<file path="src/rtl/util_adc_to_diff.sv">
// util_adc_to_diff: slices signed ADC samples into a 2-bit differential
// line state {pos,neg} with hysteresis and a consecutive-sample filter.
//
// Ports:
//   clk        sample clock; all logic on the rising edge
//   rst        synchronous active-high reset
//   rd_data    signed two's-complement ADC sample (SW bits)
//   rd_valid   rd_data valid this cycle
//   rd_enable  ready; a sample is accepted on rd_valid & rd_enable
//   diff_out   filtered line state: 10 positive, 01 negative, 00 idle
//   diff_valid one-cycle pulse per accepted sample, aligned with diff_out
//
// Pipeline: capture -> classify -> filter. A sample accepted at edge N
// shows up on diff_out/diff_valid at edge N+2.
module util_adc_to_diff #(
    parameter int          WORD_WIDTH = 1,
    parameter int          BYTE_WIDTH = 2,
    parameter int          POS_THRESH = 32,
    parameter int          NEG_THRESH = -32,
    parameter int unsigned HYST       = 8,
    parameter int          FILTER_LEN = 2
) (
    input  logic                                 clk,
    input  logic                                 rst,
    input  logic [WORD_WIDTH*BYTE_WIDTH*8-1:0]   rd_data,
    input  logic                                 rd_valid,
    output logic                                 rd_enable,
    output logic [1:0]                           diff_out,
    output logic                                 diff_valid
);

    localparam int SW = WORD_WIDTH * BYTE_WIDTH * 8;
    // One extra bit so threshold +/- HYST can never wrap.
    localparam int EW = SW + 1;

    localparam logic signed [EW-1:0] POS_T    = EW'(POS_THRESH);
    localparam logic signed [EW-1:0] NEG_T    = EW'(NEG_THRESH);
    localparam logic signed [EW-1:0] POS_HOLD = EW'(POS_THRESH - int'(HYST));
    localparam logic signed [EW-1:0] NEG_HOLD = EW'(NEG_THRESH + int'(HYST));
    localparam logic [3:0]           FL       = 4'(FILTER_LEN);

    localparam logic [1:0] C_IDLE = 2'b00;
    localparam logic [1:0] C_POS  = 2'b10;
    localparam logic [1:0] C_NEG  = 2'b01;

    logic          en_q,   en_d;
    logic          s0_v_q, s0_v_d;
    logic [SW-1:0] s0_data_q, s0_data_d;
    logic          s1_v_q, s1_v_d;
    logic [1:0]    s1_cls_q, s1_cls_d;
    logic [1:0]    diff_q, diff_d;
    logic [1:0]    cand_q, cand_d;
    logic [3:0]    cnt_q,  cnt_d;
    logic          dv_q,   dv_d;

    logic signed [EW-1:0] smp_x;
    logic [1:0]           cls;
    logic [3:0]           cnt_inc;

    assign smp_x   = {s0_data_q[SW-1], s0_data_q};
    assign cnt_inc = cnt_q + 4'd1;

    // Raw class of the captured sample against the current line state.
    always_comb begin
        cls = C_IDLE;
        unique case (diff_q)
            C_POS: begin
                if (smp_x >= POS_HOLD)   cls = C_POS;
                else if (smp_x <= NEG_T) cls = C_NEG;
            end
            C_NEG: begin
                if (smp_x <= NEG_HOLD)   cls = C_NEG;
                else if (smp_x >= POS_T) cls = C_POS;
            end
            default: begin
                if (smp_x >= POS_T)      cls = C_POS;
                else if (smp_x <= NEG_T) cls = C_NEG;
            end
        endcase
    end

    always_comb begin
        en_d      = 1'b1;
        s0_v_d    = rd_valid & en_q;
        s0_data_d = s0_data_q;
        if (rd_valid && en_q) begin
            s0_data_d = rd_data;
        end

        s1_v_d   = s0_v_q;
        s1_cls_d = s0_v_q ? cls : s1_cls_q;

        dv_d   = s1_v_q;
        diff_d = diff_q;
        cand_d = cand_q;
        cnt_d  = cnt_q;

        // Bubbles leave candidate/count untouched, so gaps in the
        // sample stream do not break a run of consecutive classes.
        if (s1_v_q) begin
            if (s1_cls_q == diff_q) begin
                cnt_d = 4'd0;
            end else if (s1_cls_q == cand_q) begin
                if (cnt_inc >= FL) begin
                    diff_d = s1_cls_q;
                    cnt_d  = 4'd0;
                end else begin
                    cnt_d  = cnt_inc;
                end
            end else begin
                cand_d = s1_cls_q;
                if (FL <= 4'd1) begin
                    diff_d = s1_cls_q;
                    cnt_d  = 4'd0;
                end else begin
                    cnt_d  = 4'd1;
                end
            end
        end
    end

    always_ff @(posedge clk) begin
        if (rst) begin
            en_q      <= 1'b0;
            s0_v_q    <= 1'b0;
            s0_data_q <= '0;
            s1_v_q    <= 1'b0;
            s1_cls_q  <= C_IDLE;
            diff_q    <= C_IDLE;
            cand_q    <= C_IDLE;
            cnt_q     <= 4'd0;
            dv_q      <= 1'b0;
        end else begin
            en_q      <= en_d;
            s0_v_q    <= s0_v_d;
            s0_data_q <= s0_data_d;
            s1_v_q    <= s1_v_d;
            s1_cls_q  <= s1_cls_d;
            diff_q    <= diff_d;
            cand_q    <= cand_d;
            cnt_q     <= cnt_d;
            dv_q      <= dv_d;
        end
    end

    assign rd_enable  = en_q;
    assign diff_out   = diff_q;
    assign diff_valid = dv_q;

endmodule

</file>
<file path="config.mk">
export PLATFORM = sky130hd
export DESIGN_NAME = util_adc_to_diff
export DESIGN_NICKNAME = d
export VERILOG_FILES = /design/src/rtl/util_adc_to_diff.sv
export SDC_FILE = /design/constraint.sdc
export NUM_CORES = 1
export LEC_CHECK = 0
export BUFFER_PORTS_ARGS = -buffer_cell sky130_fd_sc_hd__clkbuf_2
export CORE_MARGIN = 2
export CORE_UTILIZATION = 53
export DETAILED_ROUTE_END_ITERATION = 12
export PLACE_DENSITY = 0.76
export SLEW_MARGIN = 20
export SYNTH_ARGS = -nofsm -noshare
export SYNTH_HDL_FRONTEND = slang
export SYNTH_SLANG_ARGS = --single-unit
export TNS_END_PERCENT = 100
</file>
<file path="constraint.sdc">
create_clock -name clk -period 2 [get_ports clk]
set_clock_uncertainty 0.15 [all_clocks]
set_input_delay 0.2 -clock clk [delete_from_list [all_inputs] [get_ports clk]]
set_output_delay 0.2 -clock clk [all_outputs]
set_load 0.02 [all_outputs]
</file>
Yosys cells after proc, flatten, opt, wreduce, memory -nomap -nowiden --
Index checks and enable logic that the tools add are counted.
Word-level totals: bits in registers 30, bits of input ports 19
Operators by class: $add $sub $neg 1, magnitude comparators 5, eq/ne operators 4, mux-type cells 10, bitwise operators 3, reductions and logical operators 3
Operators with widths (number):
- less-or-equal comparator 16 x 6 -> 1 bit, second input constant | 2
- greater-or-equal comparator 16 x 6 -> 1 bit, second input constant | 1
- greater-or-equal comparator 16 x 7 -> 1 bit, second input constant | 1
- 2-to-1 mux 4 bit | 3
- 2-to-1 mux 2 bit | 4
- adder 4 x 1 -> 4 bit, second input constant | 1
- == test 2 bit | 2
- greater-or-equal comparator 4 x 2 -> 1 bit, second input constant | 1
- case mux 2 bit (2 select lines) | 1
- AND reduction 4 bit | 1
- AND reduction 3 bit | 1
- == test 2 x 1 -> 1 bit, second input constant | 1
- == test 2 bit, second input constant | 1
- 2-to-1 mux 1 bit | 2
- inverter 1 bit | 2
- AND 1 bit | 1
- logical AND 1 bit | 1

Logic depth before layout (Yosys ltp) --
Gate-level depths: netlist of run 1.
word-level depth 5, mapped depth 6

Worst setup path after synthesis of run 1 --
No wires, ideal clock.
path type reg2reg, start reg diff_q[0], in the netlist diff_out[0], end reg s1_cls_q[0], setup time 0.116 ns, data arrival time 1.573 ns, required time 1.734 ns, slack 0.161 ns, cell stages (with the launch flop) 7, path buffers 0, clock period less this slack 1.839 ns, path through dfxtp_1 -> inv_1 -> ha_1 -> nor4bb_1 -> a2111oi_0 -> o221ai_1 -> o211a_1
On the way: longest elaborated chain between the ends 2
Ends and longest elaborated chain:
- from (decl) | RTL line 51 | logic [1:0] diff_q, diff_d;
- from (signal assigned) | RTL line 139 | diff_q <= diff_d;
- == test 2 x 1 -> 1 bit or == test 2 bit (tied branches) | RTL line 66 | unique case (diff_q)
- case mux 2 bit (2 select lines) * | RTL line 66
- to (signal assigned) | RTL line 138 | s1_cls_q <= s1_cls_d;
- to (decl) | RTL line 50 | logic [1:0] s1_cls_q, s1_cls_d;
Every way passes the cells marked *; elsewhere a longest branch is shown, timed or not. A chain may end at the register's enable or synchronous reset.

Final worst setup path of run 1 --
Same ends and word-level chain as after synthesis.

==> summary.md, run 1 <==
| Metric | Value |
|---|---|
| Status | `finished, final reports clean` |
| Setup TNS | `0 ns` |
| Die width | `53.1 um` |
| Critical path startpoint category | `flip-flop` |
| Minimum clock period after layout | `1.84 ns` |
| CTS clk-pin slew, worst paths | `0.09 ns` |
| Mapped Avg Cell Area | `8.47 um2` |
| RSZ-0062 raised after global routing | `no` |
| I/O Buffers | `22` |
| Final core occ | `72.3%` |
| Reg power frac | `56.9%` |
| Mux cell area share after synthesis | `3.13%` |
| Worst R2R Path Depth | `6` |
| Synth Area in Simple Gates | `23.3%` |
| Yosys reg bits | `30` |
| Yosys top cell area share | `47.0%` |
| Routed Antenna Nets | `0` |
| DP HPWL | `1.85 mm` |
| Crit Reg-Reg Startpoint | `diff_out[0]` |
| Synth area leaders | `dfxtp_1 (47%), nand2_1 (11%), a21oi_1 (7.0%)` |
| Metal-1 WL | `1.11 mm` |
| DR WL/cell | `12.5 um` |
| Period utilisation layout | `92.1%` |
| Finished Layout Cells | `220` |
| Worst-Skew Late Latency | `0.32 ns` |
| Fin nets | `214` |
| Residual DRC count | `0` |
| Root buffer cell | `clkbuf_4` |
| DP Area | `1410 um2` |
| Detailed Route Iter0 Violations | `17` |
| Yosys Warn Count | `0` |
| Min-delay src | `rst` |
| Critical path cell sequence | `inv_1, ha_1, nor4bb_1, a2111oi_0, o221ai_1, o211a_1` |
| Area delta synth->final | `27.4%` |
| Max rail drop VDD | `0.000585 V` |
| Design area | `1630 um2` |
| GR Overflow Total | `0` |
| Vias post-DR | `1156` |
| Net Sw Frac | `24.2%` |
| Top Layer Used | `met4` |
| R2r setup slk | `0.16 ns` |
| Initial core utilization | `56.7%` |
| Worst EP arrival | `1.92 ns` |
| I/O pin count | `23` |
| Worst Hold Depth | `2` |
| Crit Path Max Fanout | `5` |
| Pwr Total | `1.12 mW` |
| Final hold violation count | `0` |
| Clock power frac | `32.9%` |
| Total track usage | `23.7%` |
| Crit-path max cell delay | `0.42 ns` |
| CTS max path bufs | `2` |
| CP Data Required Time | `2.08 ns` |
| Post-synthesis sequential area ratio | `47.0%` |
| Hold Path End | `diff_valid` |
| Largest family of logic cells by synthesized area | `simple AND/OR/NAND/NOR gates` |
| Via/cell ratio | `5.25` |
| Met2 WL post-DR | `1.47 mm` |
| First-pass GRT wire length | `4.75 mm` |
| CP max stage cell | `dfxtp_1` |
| GP Congestion | `0.794` |
| Met3 wire length | `115 um` |
| Syn Std Cell Area | `1280 um2` |
| Clock sink count | `30` |
| Cells after Synth | `151` |
| Total Routed Length | `2.75 mm` |
| Max cap viols | `0` |
| Chip Height | `53.1 um` |
| Share of layout cells above drive strength 1 | `16.7%` |
| Rel. slew slack | `64.1%` |
| Slew Limit Fails | `0` |
| LEAKAGE | `0.673 nW` |
| Crit end category | `flip-flop` |
| # rows | `17` |
| First-pass iteration count of the detailed router | `4` |
| Final setup viols | `0` |
| Post-Syn Nets | `174` |
| WP buf/inv | `1` |
| Placed cells | `196` |
| Library cells used by synthesis | `33` |
| Post-synthesis compound-gate area fraction | `16.1%` |
| Hold WC Path Type | `input pin to flip-flop` |
| Max Clk Rate | `543 MHz` |
| Crit path max-delay family | `compound AO/OA/AOI/OAI gates` |
| Origin of the worst setup path | `diff_out[0]` |
| Initial antenna violation count | `0` |
| Depth of the CTS H-tree | `2` |
| Cell taking the most area after synthesis | `dfxtp_1` |
| Comb power frac | `10.2%` |
| Total die area | `2820 um2` |
| Antenna cells | `0` |
| Power per cell area | `686 nW/um2` |
| Reg2Reg Capture Point | `s1_cls_q[0]` |
| XOR/XNOR Fraction of Synth Area | `2.74%` |
| CTS tree | `yes` |
| Vias in the first global route | `1172` |
| Core ar. | `2250 um2` |
| Num CTS Buffers | `5` |
| Psw | `0.270 mW` |
| Worst Setup Path Type | `flip-flop to flip-flop` |
| Post-synthesis adder-cell area fraction | `3.91%` |
| Internal | `0.847 mW` |
| Worst Tran Pin Value | `0.539 ns` |
| Pin count of the biggest net entering global routing | `19` |
[synth_stat cells]
| cell type | number |
|---|---|
| nand2_1 | 39 |
| dfxtp_1 | 30 |
| a21oi_1 | 18 |
| inv_1 | 7 |
| clkbuf_1 | 6 |
| nor2_1 | 5 |
| ha_1 | 4 |
| mux2i_1 | 4 |
| nor3_1 | 4 |
| nor2b_1 | 3 |
| and2_1 | 2 |
| nand3_1 | 2 |
| nand3b_1 | 2 |
| nand4_1 | 2 |
| nor4_1 | 2 |
| o31ai_1 | 2 |
| xnor2_1 | 2 |
| xor2_1 | 2 |
| a2111oi_0 | 1 |
| a211oi_1 | 1 |
| a21bo_1 | 1 |
| a311oi_2 | 1 |
| a41o_1 | 1 |
| a41oi_1 | 1 |
| and2_2 | 1 |
| nand2b_1 | 1 |
| nor3b_1 | 1 |
| nor4bb_1 | 1 |
| o2111ai_1 | 1 |
| o211a_1 | 1 |
| o21ai_1 | 1 |
| o221ai_1 | 1 |
| o32ai_1 | 1 |
[layer usage]
metal / up-vias / global-route usage (%)
met2: 25 / 46.0
met3: 5 / 6.21
li1: 597 / -
met5: - / 0
met4: 0 / 11.5
met1: 529 / 22.5
[cell usage in the layout, fill, tap and decap left out, types with 2 or more instances in the layout]
| cell | netlist | final |
|---|---|---|
| xor2_1 | 2 | 2 |
| nor2b_1 | 3 | 3 |
| inv_1 | 7 | 7 |
| clkbuf_2 | 0 | 22 |
| dfxtp_1 | 30 | 30 |
| nor2_1 | 5 | 5 |
| xnor2_1 | 2 | 2 |
| o31ai_1 | 2 | 2 |
| a21oi_1 | 18 | 18 |
| nor3_1 | 4 | 4 |
| nand2_1 | 39 | 39 |
| nand3_1 | 2 | 2 |
| nand3b_1 | 2 | 2 |
| mux2i_1 | 4 | 4 |
| ha_1 | 4 | 4 |
| and2_1 | 2 | 2 |
| clkbuf_4 | 0 | 5 |
| dlygate4sd3_1 | 0 | 16 |
| nor4_1 | 2 | 2 |
| nand4_1 | 2 | 2 |
[flip-flops by register name, summed over array words and instances (netlist names)]
signal / cells
s0_data_q: 16
cnt_q: 4
cand_q: 2
diff_out: 2
s1_cls_q: 2
diff_valid: 1
dv_d: 1
rd_enable: 1
s0_v_q: 1
[worst register-to-register path, delay by kind of cell (launching register included)]
| kind | cells | cell delay (ns) |
|---|---|---|
| DFF | 1 | 0.42 |
| adders and majority gates | 1 | 0.35 |
| AOI/OAI and AO/OA | 3 | 0.69 |
| buffers and inverters | 1 | 0.07 |
| and+or+nand+nor | 1 | 0.07 |
[cell families after synthesis]
| family | Yosys count |
|---|---|
| compound gates | 31 |
| xor+xnor | 4 |
| fa+ha+maj | 4 |
| buf+inv | 13 |
| flops | 30 |
| mux | 4 |
| simple gates | 65 |
[power groups by stage]
stage | logic, mW | clock network (mW) | registers, mW
3_5_place_dp | 0.0886 | 0 | 0.649
6_report | 0.115 | 0.367 | 0.636
2_1_floorplan | 0.0577 | 0 | 0.646
4_1_cts | 0.113 | 0.379 | 0.636
5_1_grt | 0.128 | 0.407 | 0.639
3_3_place_gp | 0.0858 | 0 | 0.649
[per-stage QoR]
step	hold WS, ns	worst slack, ns
2_1_floorplan	0.186	0.161
3_3_place_gp	0.272	0.266
3_5_place_dp	0.281	0.160
4_1_cts	0.0166	0.146
5_1_grt	0.0317	0.0543
6_report	0.0269	0.158
[cell type report]
cell class | instances | area (um2)
clock inverter | 1 | 5.00
fill | 191 | 626
inverter | 7 | 26.3
timing repair buffer | 39 | 278
sequential | 30 | 601
multi-input combinational | 108 | 629
clock buffer | 7 | 55.1
tap | 28 | 35.0
[how the worst max path moves through the flow]
stage | end | slack [ns] | cells past startpoint
2_1_floorplan | s1_cls_q[0] | 0.16 | 6
3_3_place_gp | s1_cls_q[0] | 0.27 | 6
3_5_place_dp | s1_cls_q[0] | 0.16 | 6
4_1_cts | s1_cls_q[0] | 0.15 | 6
5_1_grt | s1_cls_q[0] | 0.05 | 6
6_report | s1_cls_q[0] | 0.16 | 6
[what timing repair did]
action,CTS,global route
buffers inserted,0,0
hold endpoints to repair,16,0
hold buffers,16,0
resized for setup,0,0
Power figures use the tool's default switching activity.
==> run 2: changes to the inputs <==
--- a/config.mk
+++ b/config.mk
@@ -9,7 +9,8 @@
 export CORE_MARGIN = 2
 export CORE_UTILIZATION = 53
 export DETAILED_ROUTE_END_ITERATION = 12
-export PLACE_DENSITY = 0.76
+export PLACE_DENSITY_LB_ADDON = 0.15
+export REMOVE_ABC_BUFFERS = 1
 export SLEW_MARGIN = 20
 export SYNTH_ARGS = -nofsm -noshare
 export SYNTH_HDL_FRONTEND = slang
==> run 2 against run 1 <==
Worst hold slack better by 0.014 ns. Clock-buffer cell count is 1 higher. Register-to-register slack better by 0.04 ns. Highest routed layer unchanged. Critical path depth stayed put. Global-route usage is 0.38 points lower. First-iteration DRC count is 18% higher. Sequential cell count stayed put. Sequential share of layout area is 0.45 points lower. Critical endpoint unchanged. Core utilization is 1.1 points higher. Sequential power hardly changed. Final cell count stayed put. Total power is 6.4% higher.
==> summary.md, run 2 (synthesized netlist as in run 1, its figures left out) <==
| Metric | Value |
|---|---|
| Die width | `53.1 um (unchanged)` |
| Status | `finished, final reports clean` |
| Setup Slack @ Placement | `0.147 ns (-0.0128 ns)` |
| Power per cell area | `719 nW/um2 (+4.9%)` |
| Number of flip-flops in the largest register | `16 (unchanged)` |
| Final setup viols | `0 (unchanged)` |
| Critical path cell sequence | `inv_1, ha_2, nor4bb_1, a2111oi_1, o221ai_1, o211a_1` |
| Num CTS Buffers | `5 (unchanged)` |
| Crit path max-delay family | `compound AO/OA/AOI/OAI gates` |
| Final hold violation count | `0 (unchanged)` |
| Worst Tran Pin Value | `0.574 ns (+0.0351 ns)` |
| Detailed Route Iter0 Violations | `20 (+3)` |
| RSZ-0062 raised after global routing | `no` |
| Antenna cells | `0 (unchanged)` |
| DR WL/cell | `12.8 um (+2.4%)` |
| Core ar. | `2250 um2 (unchanged)` |
| Pin count of the biggest net entering global routing | `18 (-1)` |
| Period utilisation layout | `89.9% (-2.2 points)` |
| Via/cell ratio | `5.32 (+1.3%)` |
| Minimum clock period after layout | `1.80 ns (-0.0431 ns)` |
| Fin nets | `214 (unchanged)` |
| Fill cell total of the finished layout | `178 (-6.8%)` |
| Vias post-DR | `1171 (+1.3%)` |
| Hold Path End | `cand_q[0]` |
| Commonest non-fill, non-tap cell in the layout | `nand2_1` |
| Worst-Skew Late Latency | `0.32 ns (about the same)` |
| Total Routed Length | `2.82 mm (+2.4%)` |
| Worst R2R Path Depth | `6 (unchanged)` |
| Area delta synth->final | `29.3%` |
| # rows | `17 (unchanged)` |
| Rel. slew slack | `61.8% (-2.3 points)` |
| CTS max path bufs | `2 (unchanged)` |
| Max cap viols | `0 (unchanged)` |
| Worst Setup Path Type | `flip-flop to flip-flop` |
| Crit-path max cell delay | `0.40 ns (-0.02 ns)` |
| GR Overflow Total | `0 (unchanged)` |
| Setup TNS | `0 ns (unchanged)` |
| Vias in the first global route | `1060 (-9.6%)` |
| I/O pin count | `23 (unchanged)` |
| Largest Register | `s0_data_q` |
| Worst Hold Depth | `2 (unchanged)` |
| Critical path startpoint category | `flip-flop` |
| Residual DRC count | `0 (unchanged)` |
| Crit Reg-Reg Startpoint | `diff_out[0]` |
| I/O Buffers | `22 (unchanged)` |
| DP HPWL | `1.91 mm (+3.3%)` |
| Share of layout cells above drive strength 1 | `18.2% (+1.6 points)` |
| Depth of the CTS H-tree | `2 (unchanged)` |
| Slew Limit Fails | `0 (unchanged)` |
| Final core occ | `73.3% (+1.1 points)` |
| LEAKAGE | `0.681 nW (+1.3%)` |
| CP Data Required Time | `2.08 ns (about the same)` |
| GP Congestion | `0.792 (-0.31%)` |
| Crit Path Max Fanout | `5 (unchanged)` |
| Max rail drop VDD | `0.000620 V (+5.9%)` |
| CTS tree | `yes` |
| Final worst setup slack | `0.201 ns (+0.0431 ns)` |
| Post-CTS Setup Bufs | `0 (unchanged)` |
| Hold WC Path Type | `input pin to flip-flop` |
| Clock sink count | `30 (unchanged)` |
| Root buffer cell | `clkbuf_4` |
| Crit end category | `flip-flop` |
| Most frequent cells in the layout | `nand2_1 (39), dfxtp_1 (29), clkbuf_2 (22)` |
| Total die area | `2820 um2 (unchanged)` |
| CTS clk-pin slew, worst paths | `0.09 ns (about the same)` |
| CP max stage cell | `a2111oi_1` |
| Routed Antenna Nets | `0 (unchanged)` |
| Regs by FF count | `s0_data_q x16, cnt_q x4` |
| Initial antenna violation count | `0 (unchanged)` |
| Min-delay src | `rst` |
| Chip Height | `53.1 um (unchanged)` |
| First-pass iteration count of the detailed router | `4 (unchanged)` |
| Initial core utilization | `56.7% (unchanged)` |
| WP buf/inv | `1 (unchanged)` |
| First-pass GRT wire length | `4.60 mm (-3.2%)` |
| Total track usage | `23.3% (-0.38 points)` |
| R2r setup slk | `0.20 ns (+0.04 ns)` |
| Max Clk Rate | `556 MHz (+2.4%)` |
| Worst EP arrival | `1.87 ns (-0.05 ns)` |
| Reg2Reg Capture Point | `s1_cls_q[0]` |
| Hold WS | `0.0407 ns (+0.0139 ns)` |
run 2: metrics by stage:
stage	cell area (um2)	total power, mW	cells
3_3_place_gp	1410	0.734	196
3_5_place_dp	1410	0.739	196
4_1_cts	1650	1.20	220
2_1_floorplan	1260	0.696	145
5_1_grt	1650	1.24	220
6_report	1650	1.19	220
run 2: how the worst max path moves through the flow:
stage	from	end	depth (start not counted)
floorplan	diff_out[0]	s1_cls_q[0]	6
global placement	diff_out[0]	s1_cls_q[0]	6
detailed placement	diff_out[0]	s1_cls_q[0]	6
CTS	diff_out[0]	s1_cls_q[0]	6
global route	diff_out[0]	s1_cls_q[0]	6
finish	diff_out[0]	s1_cls_q[0]	6
run 2: timing repair:
item,4_1_cts,5_1_grt
resized for setup,0,3
hold endpoints to repair,16,0
endpoints found under the setup margin,0,1
hold buffers,16,0
run 2: worst register-to-register path, delay by kind of cell, from the launching register on:
| kind | cells | cell delay (ns) |
|---|---|---|
| flip-flops | 1 | 0.38 |
| AO/OA/AOI/OAI | 3 | 0.70 |
| AND/OR/NAND/NOR | 1 | 0.07 |
| adder cells (fa/ha/maj) | 1 | 0.36 |
| buffers and inverters | 1 | 0.06 |
run 2: metal layers:
layer	global-route usage, %	up-vias	wire (um)
met3	6.21	9	116
met5	0	-	0
li1	-	596	-
met4	13.2	0	73
met2	37.5	35	1350
met1	27.9	531	1280
run 2: report_power, final:
part / total [mW] / internal [mW] / switching (mW)
registers: 0.636 / 0.617 / 0.0195
logic: 0.115 / 0.0601 / 0.0545
clock network: 0.438 / 0.240 / 0.198
total: 1.19 / 0.917 / 0.272
run 2: final cells by class:
class / instances / area [um2] / share of cell area, %
multi-input cells: 108 / 633 / 38.3
flip-flops and latches: 30 / 602 / 36.4
repair buffers: 39 / 278 / 16.8
clock buffers: 8 / 78.8 / 4.77
well taps: 28 / 35.0 / 2.12
inverters: 7 / 26.3 / 1.59
==> run 3: changes to the inputs <==
--- a/config.mk
+++ b/config.mk
@@ -10,6 +10,7 @@
 export CORE_UTILIZATION = 53
 export DETAILED_ROUTE_END_ITERATION = 12
 export PLACE_DENSITY_LB_ADDON = 0.15
+export RECOVER_POWER = 25
 export REMOVE_ABC_BUFFERS = 1
 export SLEW_MARGIN = 20
 export SYNTH_ARGS = -nofsm -noshare
==> run 3 against run 2 <==
Setup slack barely moved. Maximum frequency barely moved. Clock-buffer cell count did not move. Combinational power barely moved. Sequential share of layout area rose by 0.14 points. Non-clock buffer count did not move. Core utilization fell by 0.28 points. Via count rose by 0.17%. Final cell count did not move. Global-route usage did not move. Clock power barely moved. Die area did not move. Critical path type unchanged. Largest cell class unchanged.
==> summary.md, run 3 (synthesized netlist as in run 1, its figures left out) <==
| Metric | Value |
|---|---|
| Status | `finished, final reports clean` |
| Max Clk Rate | `556 MHz (about the same)` |
| First-pass GRT wire length | `4.60 mm (unchanged)` |
| Final hold violation count | `0 (unchanged)` |
| Initial antenna violation count | `0 (unchanged)` |
| Initial core utilization | `56.7% (unchanged)` |
| I/O pin count | `23 (unchanged)` |
| Critical path startpoint category | `flip-flop` |
| I/O Buffers | `22 (unchanged)` |
| Depth of the CTS H-tree | `2 (unchanged)` |
| Worst Hold Depth | `2 (unchanged)` |
| Slew Limit Fails | `0 (unchanged)` |
| Num CTS Buffers | `5 (unchanged)` |
| CP max stage cell | `a2111oi_1` |
| Final setup viols | `0 (unchanged)` |
| Worst Tran Pin Value | `0.738 ns (+0.165 ns)` |
| Final worst setup slack | `0.202 ns (+0.000422 ns)` |
| Hold WC Path Type | `input pin to flip-flop` |
| Commonest non-fill, non-tap cell in the layout | `nand2_1` |
| Crit Reg-Reg Startpoint | `diff_out[0]` |
| CTS tree | `yes` |
| Most frequent cells in the layout | `nand2_1 (39), dfxtp_1 (29), clkbuf_2 (20)` |
| Vias in the first global route | `1060 (unchanged)` |
| GR Overflow Total | `0 (unchanged)` |
| Vias post-DR | `1173 (+0.17%)` |
| Worst Setup Path Type | `flip-flop to flip-flop` |
| Core ar. | `2250 um2 (unchanged)` |
| GP Congestion | `0.792 (unchanged)` |
| Rel. slew slack | `50.8% (-11 points)` |
| Reg2Reg Capture Point | `s1_cls_q[0]` |
| WP buf/inv | `1 (unchanged)` |
| First-pass iteration count of the detailed router | `4 (unchanged)` |
| Min-delay src | `rst` |
| Detailed Route Iter0 Violations | `17 (-15%)` |
| Share of layout cells above drive strength 1 | `16.7% (-1.6 points)` |
| Post-CTS Setup Bufs | `0 (unchanged)` |
| Pin count of the biggest net entering global routing | `18 (unchanged)` |
| Total track usage | `23.3% (unchanged)` |
| Residual DRC count | `0 (unchanged)` |
| Total Routed Length | `2.83 mm (+0.25%)` |
| Antenna cells | `0 (unchanged)` |
| Crit path max-delay family | `compound AO/OA/AOI/OAI gates` |
| R2r setup slk | `0.20 ns (about the same)` |
| CTS max path bufs | `2 (unchanged)` |
| RSZ-0062 raised after global routing | `no` |
| Max cap viols | `0 (unchanged)` |
| Setup TNS | `0 ns (unchanged)` |
| Via/cell ratio | `5.33 (+0.17%)` |
| Power per cell area | `722 nW/um2 (+0.38%)` |
| Crit-path max cell delay | `0.40 ns (about the same)` |
| Area delta synth->final | `28.8%` |
| CP Data Required Time | `2.08 ns (about the same)` |
| Number of flip-flops in the largest register | `16 (unchanged)` |
| DR WL/cell | `12.8 um (+0.25%)` |
| LEAKAGE | `0.670 nW (-1.6%)` |
| Max rail drop VDD | `0.000617 V (-0.40%)` |
| Final core occ | `73.0% (-0.28 points)` |
| DP HPWL | `1.91 mm (unchanged)` |
| Worst R2R Path Depth | `6 (unchanged)` |
| Hold Path End | `cand_q[0]` |
| Chip Height | `53.1 um (unchanged)` |
| Worst EP arrival | `1.88 ns (about the same)` |
| Crit Path Max Fanout | `5 (unchanged)` |
| Regs by FF count | `s0_data_q x16, cnt_q x4` |
| Die width | `53.1 um (unchanged)` |
| Critical path cell sequence | `inv_1, ha_2, nor4bb_1, a2111oi_1, o221ai_1, o211a_1` |
| Minimum clock period after layout | `1.80 ns (-0.000422 ns)` |
| CTS clk-pin slew, worst paths | `0.09 ns (about the same)` |
| Fin nets | `214 (unchanged)` |
| Clock sink count | `30 (unchanged)` |
| Routed Antenna Nets | `0 (unchanged)` |
| Crit end category | `flip-flop` |
| Setup Slack @ Placement | `0.147 ns (unchanged)` |
| Root buffer cell | `clkbuf_4` |
| Worst-Skew Late Latency | `0.32 ns (about the same)` |
| Period utilisation layout | `89.9% (about the same)` |
| # rows | `17 (unchanged)` |
| Largest Register | `s0_data_q` |
| Total die area | `2820 um2 (unchanged)` |
run 3: cell types whose count changed in the layout (fill, tap and decap cells not counted), sizes merged:
| cell | before | now |
|---|---|---|
| buf | 1 | 0 |
| clkbuf | 30 | 31 |
run 3: repair_timing:
action | CTS | global route
hold buffers | 16 | 0
resized for setup | 0 | 3
setup endpoints to repair | 0 | 1
hold endpoints to repair | 16 | 0
run 3: through the flow:
stage          cells  hold WS (ns)  cell area [um2]  power [mW]
2_1_floorplan    145         0.119             1260       0.696
3_3_place_gp     196         0.272             1410       0.734
3_5_place_dp     196         0.278             1410       0.739
4_1_cts          220        0.0366             1650        1.20
5_1_grt          220         0.130             1650        1.24
6_report         220         0.106             1650        1.19
run 3: area by class of cell:
type                            instances  area [um2]
Clock buffer                            8        78.8
Fill cell                             178         608
Inverter                                7        26.3
Multi-Input combinational cell        108         633
Sequential cell                        30         602
Tap cell                               28        35.0
Timing Repair Buffer                   39         272
run 3: worst register-to-register path: stages (launching register included):
cell       delay [ns]
dfxtp_2          0.38
inv_1            0.06
ha_2             0.36
nor4bb_1         0.07
a2111oi_1        0.40
o221ai_1         0.17
o211a_1          0.13
run 3: routing by layer:
layer / wire, um / part of all wire, % / vias to the layer above / track usage (%)
li1: - / - / 595 / -
met1: 1280 / 45 / 533 / 27.9
met2: 1350 / 48 / 36 / 37.5
met3: 124 / 4.4 / 9 / 6.21
met4: 70 / 2.5 / 0 / 13.2
met5: 0 / 0 / - / 0
run 3: report_power, final:
part           internal (mW)  switching (mW)
clock                  0.240           0.199
combinational         0.0589          0.0545
sequential             0.617          0.0196
total                  0.916           0.273
run 3: how the worst max path moves through the flow:
| stage | start | endpoint | slack, ns | cells after the start |
|---|---|---|---|---|
| 3_5_place_dp | diff_out[0] | s1_cls_q[0] | 0.15 | 6 |
| 3_3_place_gp | diff_out[0] | s1_cls_q[0] | 0.26 | 6 |
| 5_1_grt | diff_out[0] | s1_cls_q[0] | 0.03 | 6 |
| 6_report | diff_out[0] | s1_cls_q[0] | 0.20 | 6 |
| 4_1_cts | diff_out[0] | s1_cls_q[0] | 0.12 | 6 |
| 2_1_floorplan | diff_out[0] | s1_cls_q[0] | 0.16 | 6 |
